`src/rtl/keypad_entry.sv`:
```
// Keypad front end for the door lock: assembles hex digits into a code word,
// issues the enter strobe, and handles clear, entry errors, inter-digit timeout and alarm freeze.
module keypad_entry #(
  parameter int unsigned NDIG    = 2,
  parameter int unsigned DIGW    = 4,
  parameter int unsigned TIMEOUT = 1000,
  parameter int unsigned PULSE_W = 2
) (
  input  logic                         clk,
  input  logic                         rstn,
  input  logic                         key_dig,
  input  logic [DIGW-1:0]              key_code,
  input  logic                         key_ent,
  input  logic                         key_clr,
  input  logic                         alarm_in,
  output logic [NDIG*DIGW-1:0]         passin,
  output logic                         enter,
  output logic [$clog2(NDIG+1)-1:0]    digit_cnt,
  output logic                         key_err,
  output logic                         tmo
);

  localparam int unsigned PW  = NDIG * DIGW;
  localparam int unsigned CW  = $clog2(NDIG + 1);
  localparam int unsigned TW  = $clog2(TIMEOUT);
  localparam int unsigned PCW = $clog2(PULSE_W + 1);

  typedef enum logic {ST_COLLECT = 1'b0, ST_STROBE = 1'b1} state_t;

  state_t          r_state, w_state;
  logic [PW-1:0]   r_buf, w_buf;
  logic [CW-1:0]   r_cnt, w_cnt;
  logic [TW-1:0]   r_timer, w_timer;
  logic [PCW-1:0]  r_pcnt, w_pcnt;
  logic [PW-1:0]   r_passin, w_passin;
  logic            r_enter, w_enter;
  logic            r_err, w_err;
  logic            r_tmo, w_tmo;

  // State and every output live in flops; enter drives the lock as a clock.
  always_ff @(posedge clk or negedge rstn) begin
    if (!rstn) begin
      r_state  <= ST_COLLECT;
      r_buf    <= '0;
      r_cnt    <= '0;
      r_timer  <= '0;
      r_pcnt   <= '0;
      r_passin <= '0;
      r_enter  <= 1'b0;
      r_err    <= 1'b0;
      r_tmo    <= 1'b0;
    end else begin
      r_state  <= w_state;
      r_buf    <= w_buf;
      r_cnt    <= w_cnt;
      r_timer  <= w_timer;
      r_pcnt   <= w_pcnt;
      r_passin <= w_passin;
      r_enter  <= w_enter;
      r_err    <= w_err;
      r_tmo    <= w_tmo;
    end
  end

  // Next state: key priority clr > ent > dig; a rejected digit holds the timer.
  always_comb begin
    w_state  = r_state;
    w_buf    = r_buf;
    w_cnt    = r_cnt;
    w_timer  = r_timer;
    w_pcnt   = r_pcnt;
    w_passin = r_passin;
    w_enter  = r_enter;
    w_err    = 1'b0;
    w_tmo    = 1'b0;
    case (r_state)
      ST_STROBE: begin
        if (r_pcnt == PCW'(PULSE_W - 1)) begin
          w_enter = 1'b0;
          w_pcnt  = '0;
          w_state = ST_COLLECT;
        end else begin
          w_pcnt = r_pcnt + 1'b1;
        end
      end
      ST_COLLECT: begin
        if (alarm_in) begin
          w_buf   = '0;
          w_cnt   = '0;
          w_timer = '0;
        end else if (key_clr) begin
          w_buf   = '0;
          w_cnt   = '0;
          w_timer = '0;
        end else if (key_ent) begin
          if (r_cnt == CW'(NDIG)) begin
            w_passin = r_buf;
            w_enter  = 1'b1;
            w_pcnt   = '0;
            w_state  = ST_STROBE;
          end else begin
            w_err = 1'b1;
          end
          w_buf   = '0;
          w_cnt   = '0;
          w_timer = '0;
        end else if (key_dig) begin
          if (r_cnt < CW'(NDIG)) begin
            w_buf   = {r_buf[PW-DIGW-1:0], key_code};
            w_cnt   = r_cnt + 1'b1;
            w_timer = '0;
          end else begin
            w_err = 1'b1;
          end
        end else if (r_cnt != '0) begin
          if (r_timer == TW'(TIMEOUT - 1)) begin
            w_buf   = '0;
            w_cnt   = '0;
            w_timer = '0;
            w_tmo   = 1'b1;
          end else begin
            w_timer = r_timer + 1'b1;
          end
        end
      end
      default: w_state = ST_COLLECT;
    endcase
  end

  assign passin    = r_passin;
  assign enter     = r_enter;
  assign digit_cnt = r_cnt;
  assign key_err   = r_err;
  assign tmo       = r_tmo;

endmodule

```
`config.mk`:
```
export PLATFORM = sky130hd
export DESIGN_NAME = keypad_entry
export DESIGN_NICKNAME = d
export VERILOG_FILES = /design/src/rtl/keypad_entry.sv
export SDC_FILE = /design/constraint.sdc
export NUM_CORES = 1
export LEC_CHECK = 0
export ABC_CLOCK_PERIOD_IN_PS = 2300
export BUFFER_PORTS_ARGS = -buffer_cell sky130_fd_sc_hd__buf_2
export CAP_MARGIN = 20
export CORE_MARGIN = 3
export CORE_UTILIZATION = 47
export CTS_CLUSTER_SIZE = 12
export DETAILED_ROUTE_END_ITERATION = 8
export PLACE_DENSITY = 0.64
export SYNTH_ARGS = -nofsm -noshare
export SYNTH_HDL_FRONTEND = slang
export SYNTH_SLANG_ARGS = --single-unit
```
`constraint.sdc`:
```
create_clock -name clk -period 2.3 [get_ports clk]
set_input_delay 0.46 -clock clk [delete_from_list [all_inputs] [get_ports clk]]
set_output_delay 0.46 -clock clk [all_outputs]
set_load 0.01 [all_outputs]
```
==> metrics <==
Post-DP Area=1747 sq um; Pint=0.0007976 W; Crit path max-delay family=simple AND/OR/NAND/NOR gates; # H-tree levels=2; Reg clk slew, reported paths=0.10 ns; peak supply drop=0.0003084 V; syn nets=150; WS Path Type=reg2reg; Switching Fraction=0.2373; # hold bufs at CTS=0; Reg2Reg Setup Slack=0.46 ns; fin crit share=0.8015; post-DR vias/cell=5.549; max_cap viols=0; power per cell area=578.8 nW/um^2; switching pwr=0.0002482 W; # fillers=301; Reg power frac=0.602; Synth top area share=0.5457; fin nets=181; Die Area=4044 sq um; GPL Wtd Cong=0.8533; Slew HR=0.5145; hold slack=0.1750 ns; Final setup viols=0; slowest stage delay, CP=0.43 ns; FFs w/ async S/R, synth=1.000; post-synthesis sequential area ratio=0.5457; Worst Setup End Kind=flip-flop; Final Critical Period=1.844 ns; Initial Util=0.5024; FF+latch area=850.8 sq um; yosys warns=0; pre-CTS WS=0.1519 ns; fin util=0.5823; quantity of I/O buffers inserted on ports=22; ANT nets after route=0; Yosys reg bits=34; Slew Limit Fails=0; fraction of final layout cells sized beyond drive strength 1=0.3195; Critical Path Fanout Max=10; Multi-input gate area=674.4 sq um; post-CTS sizing=0; total number of vias=1182; largest net degree at the start of global routing=35; Synth cell types=38; DR DRC count=0; Die H=63.60 um; CTS tree=yes; Tot GR Track Use=0.1724; CORE AREA=3103 sq um; Max Clk Rate=542.4 MHz; clock network power share=0.324; vias in the first global route=1142; CP Launch Type=flip-flop; top cells by area, synth=dfrtp_1, mux2_2, a22o_1; critical path arrival=2.07 ns; RSZ-0062 raised after global routing=false; IO Count=23; sum of routed wire length over all layers=3081 um; final hold vios=0; Mapped Cells=137; Post-Route Setup TNS=0 ns; drt first pass iters=4; Max Root-Sink Buffers=2; Routed WL per cell=14.46 um; area leader, netlist=dfrtp_1; Setup WS post-layout=0.4565 ns; antenna fix cells=0; skew final=0.006358 ns; number of synthesized flops with an enable pin=0; postcts setup bufs=0; buffer and inverter count on the worst path=0; required time of the critical path=2.53 ns; critical path cell sequence=ha_1 -> and4bb_2 -> a31oi_1 -> or2_2 -> mux2_2; crit path from=r_timer[0]; clk root buf=clkbuf_4; post-route cell area=1807 sq um; first-pass GRT wire length=5395 um; TritonCTS Buffers=5; Pleak=0.8882 nW; slowest cell on the critical path=dfrtp_1; row count=20; DP HPWL=2179 um; antenna violations before repair=0; global route total overflow=0; combinational power share=0.074; worst skew pair latency=0.33 ns; Mapped Area=1559 sq um; clock sink count=34; Hold Crit Class=in2async; Worst-Margin Slew=0.7283 ns; RR Startpoint=r_timer[0]; Top FF cell, synth=dfrtp_1; status=complete, no violations; Synth-to-Final Area Change=15.89%; Avg Cell Area, Syn=11.38 sq um; Die Wd=63.60 um; initial drt markers=115
==> cell usage in the layout, fill, tap and decap left out, types with 3 or more instances in the layout <==
master    synthesis  final
a22o_1            9      9
buf_2             0     22
buf_4             1      5
clkbuf_4          0      5
dfrtp_1          34     34
ha_1              3      3
inv_1             5      5
mux2_2           11     11
nand2_1          15     15
nand3_1          10     10
nor2_1            5      5
nor3_1            3      3
o21ai_0           4      4
==> layout make-up <==
| class | count | area share |
|---|---|---|
| flip-flops and latches | 34 | 0.4709 |
| multi-input cells | 95 | 0.3733 |
| repair buffers | 27 | 0.08172 |
| clock buffers | 7 | 0.03047 |
| well taps | 44 | 0.03047 |
| inverters | 5 | 0.01039 |
| clock inverters | 1 | 0.002770 |
==> metrics by stage <==
step / cells / power (W)
detailed placement: 205 / 0.0007206
finish: 213 / 0.001046
floorplan: 137 / 0.0006831
global route: 213 / 0.001103
CTS: 213 / 0.001059
global placement: 205 / 0.0007182
==> registers in the layout, summed over array words and instances (netlist names), 2 cells and up <==
register	cells
r_buf	8
r_pcnt	2
digit_cnt	2
passin	8
r_timer	10
==> synthesized netlist by cell type (all sizes together), types with 3 or more instances <==
cell	count
nor2	6
nand2	15
dfrtp	34
nand3	10
inv	5
ha	3
nor3	3
mux2	11
o21ai	4
a22o	9
or3	3
==> path summary, 6_finish.rpt <==
path	endpoint	cells after the start
setup / recovery	digit_cnt[0]	5
hold / removal	r_pcnt[1]	1
setup reg to reg	digit_cnt[0]	5
hold reg to reg	r_buf[4]	1
max in group asynchronous	r_timer[7]	1
min in group clk	r_buf[2]	2
==> worst register-to-register path: stages, from the launching register on <==
cell      delay (ns)
dfrtp_1         0.43
ha_1            0.23
and4bb_2        0.29
a31oi_1         0.11
or2_2           0.40
mux2_2          0.29
==> per-layer routing <==
layer  GRT usage  part of all wire  up-vias
met4     0.06199             0.016        0
met3     0.05169             0.046        7
met5           0                 0        -
met2      0.2581              0.45       26
met1      0.2362              0.49      577
li1            -                 -      572
==> cells by family (layout without fill, tap and decap cells) <==
logic type      Yosys count  count (layout)  synth area share
fa+ha+maj                 3               3           0.02408
buf+inv                   8              40           0.02167
compound gates           29              29            0.1381
flops                    34              34            0.5457
simple gates             50              50            0.1782
mux                      13              13           0.09230
==> power by group through the flow <==
| stage | sequential (W) | combinational [W] | clock (W) |
|---|---|---|---|
| 3_3_place_gp | 0.000641 | 0.0000773 | 0 |
| 2_1_floorplan | 0.000640 | 0.0000432 | 0 |
| 4_1_cts | 0.000630 | 0.0000792 | 0.000350 |
| 6_report | 0.000630 | 0.0000775 | 0.000338 |
| 5_1_grt | 0.000632 | 0.0000877 | 0.000383 |
| 3_5_place_dp | 0.000642 | 0.0000790 | 0 |
(Power assumes the default switching activity.)
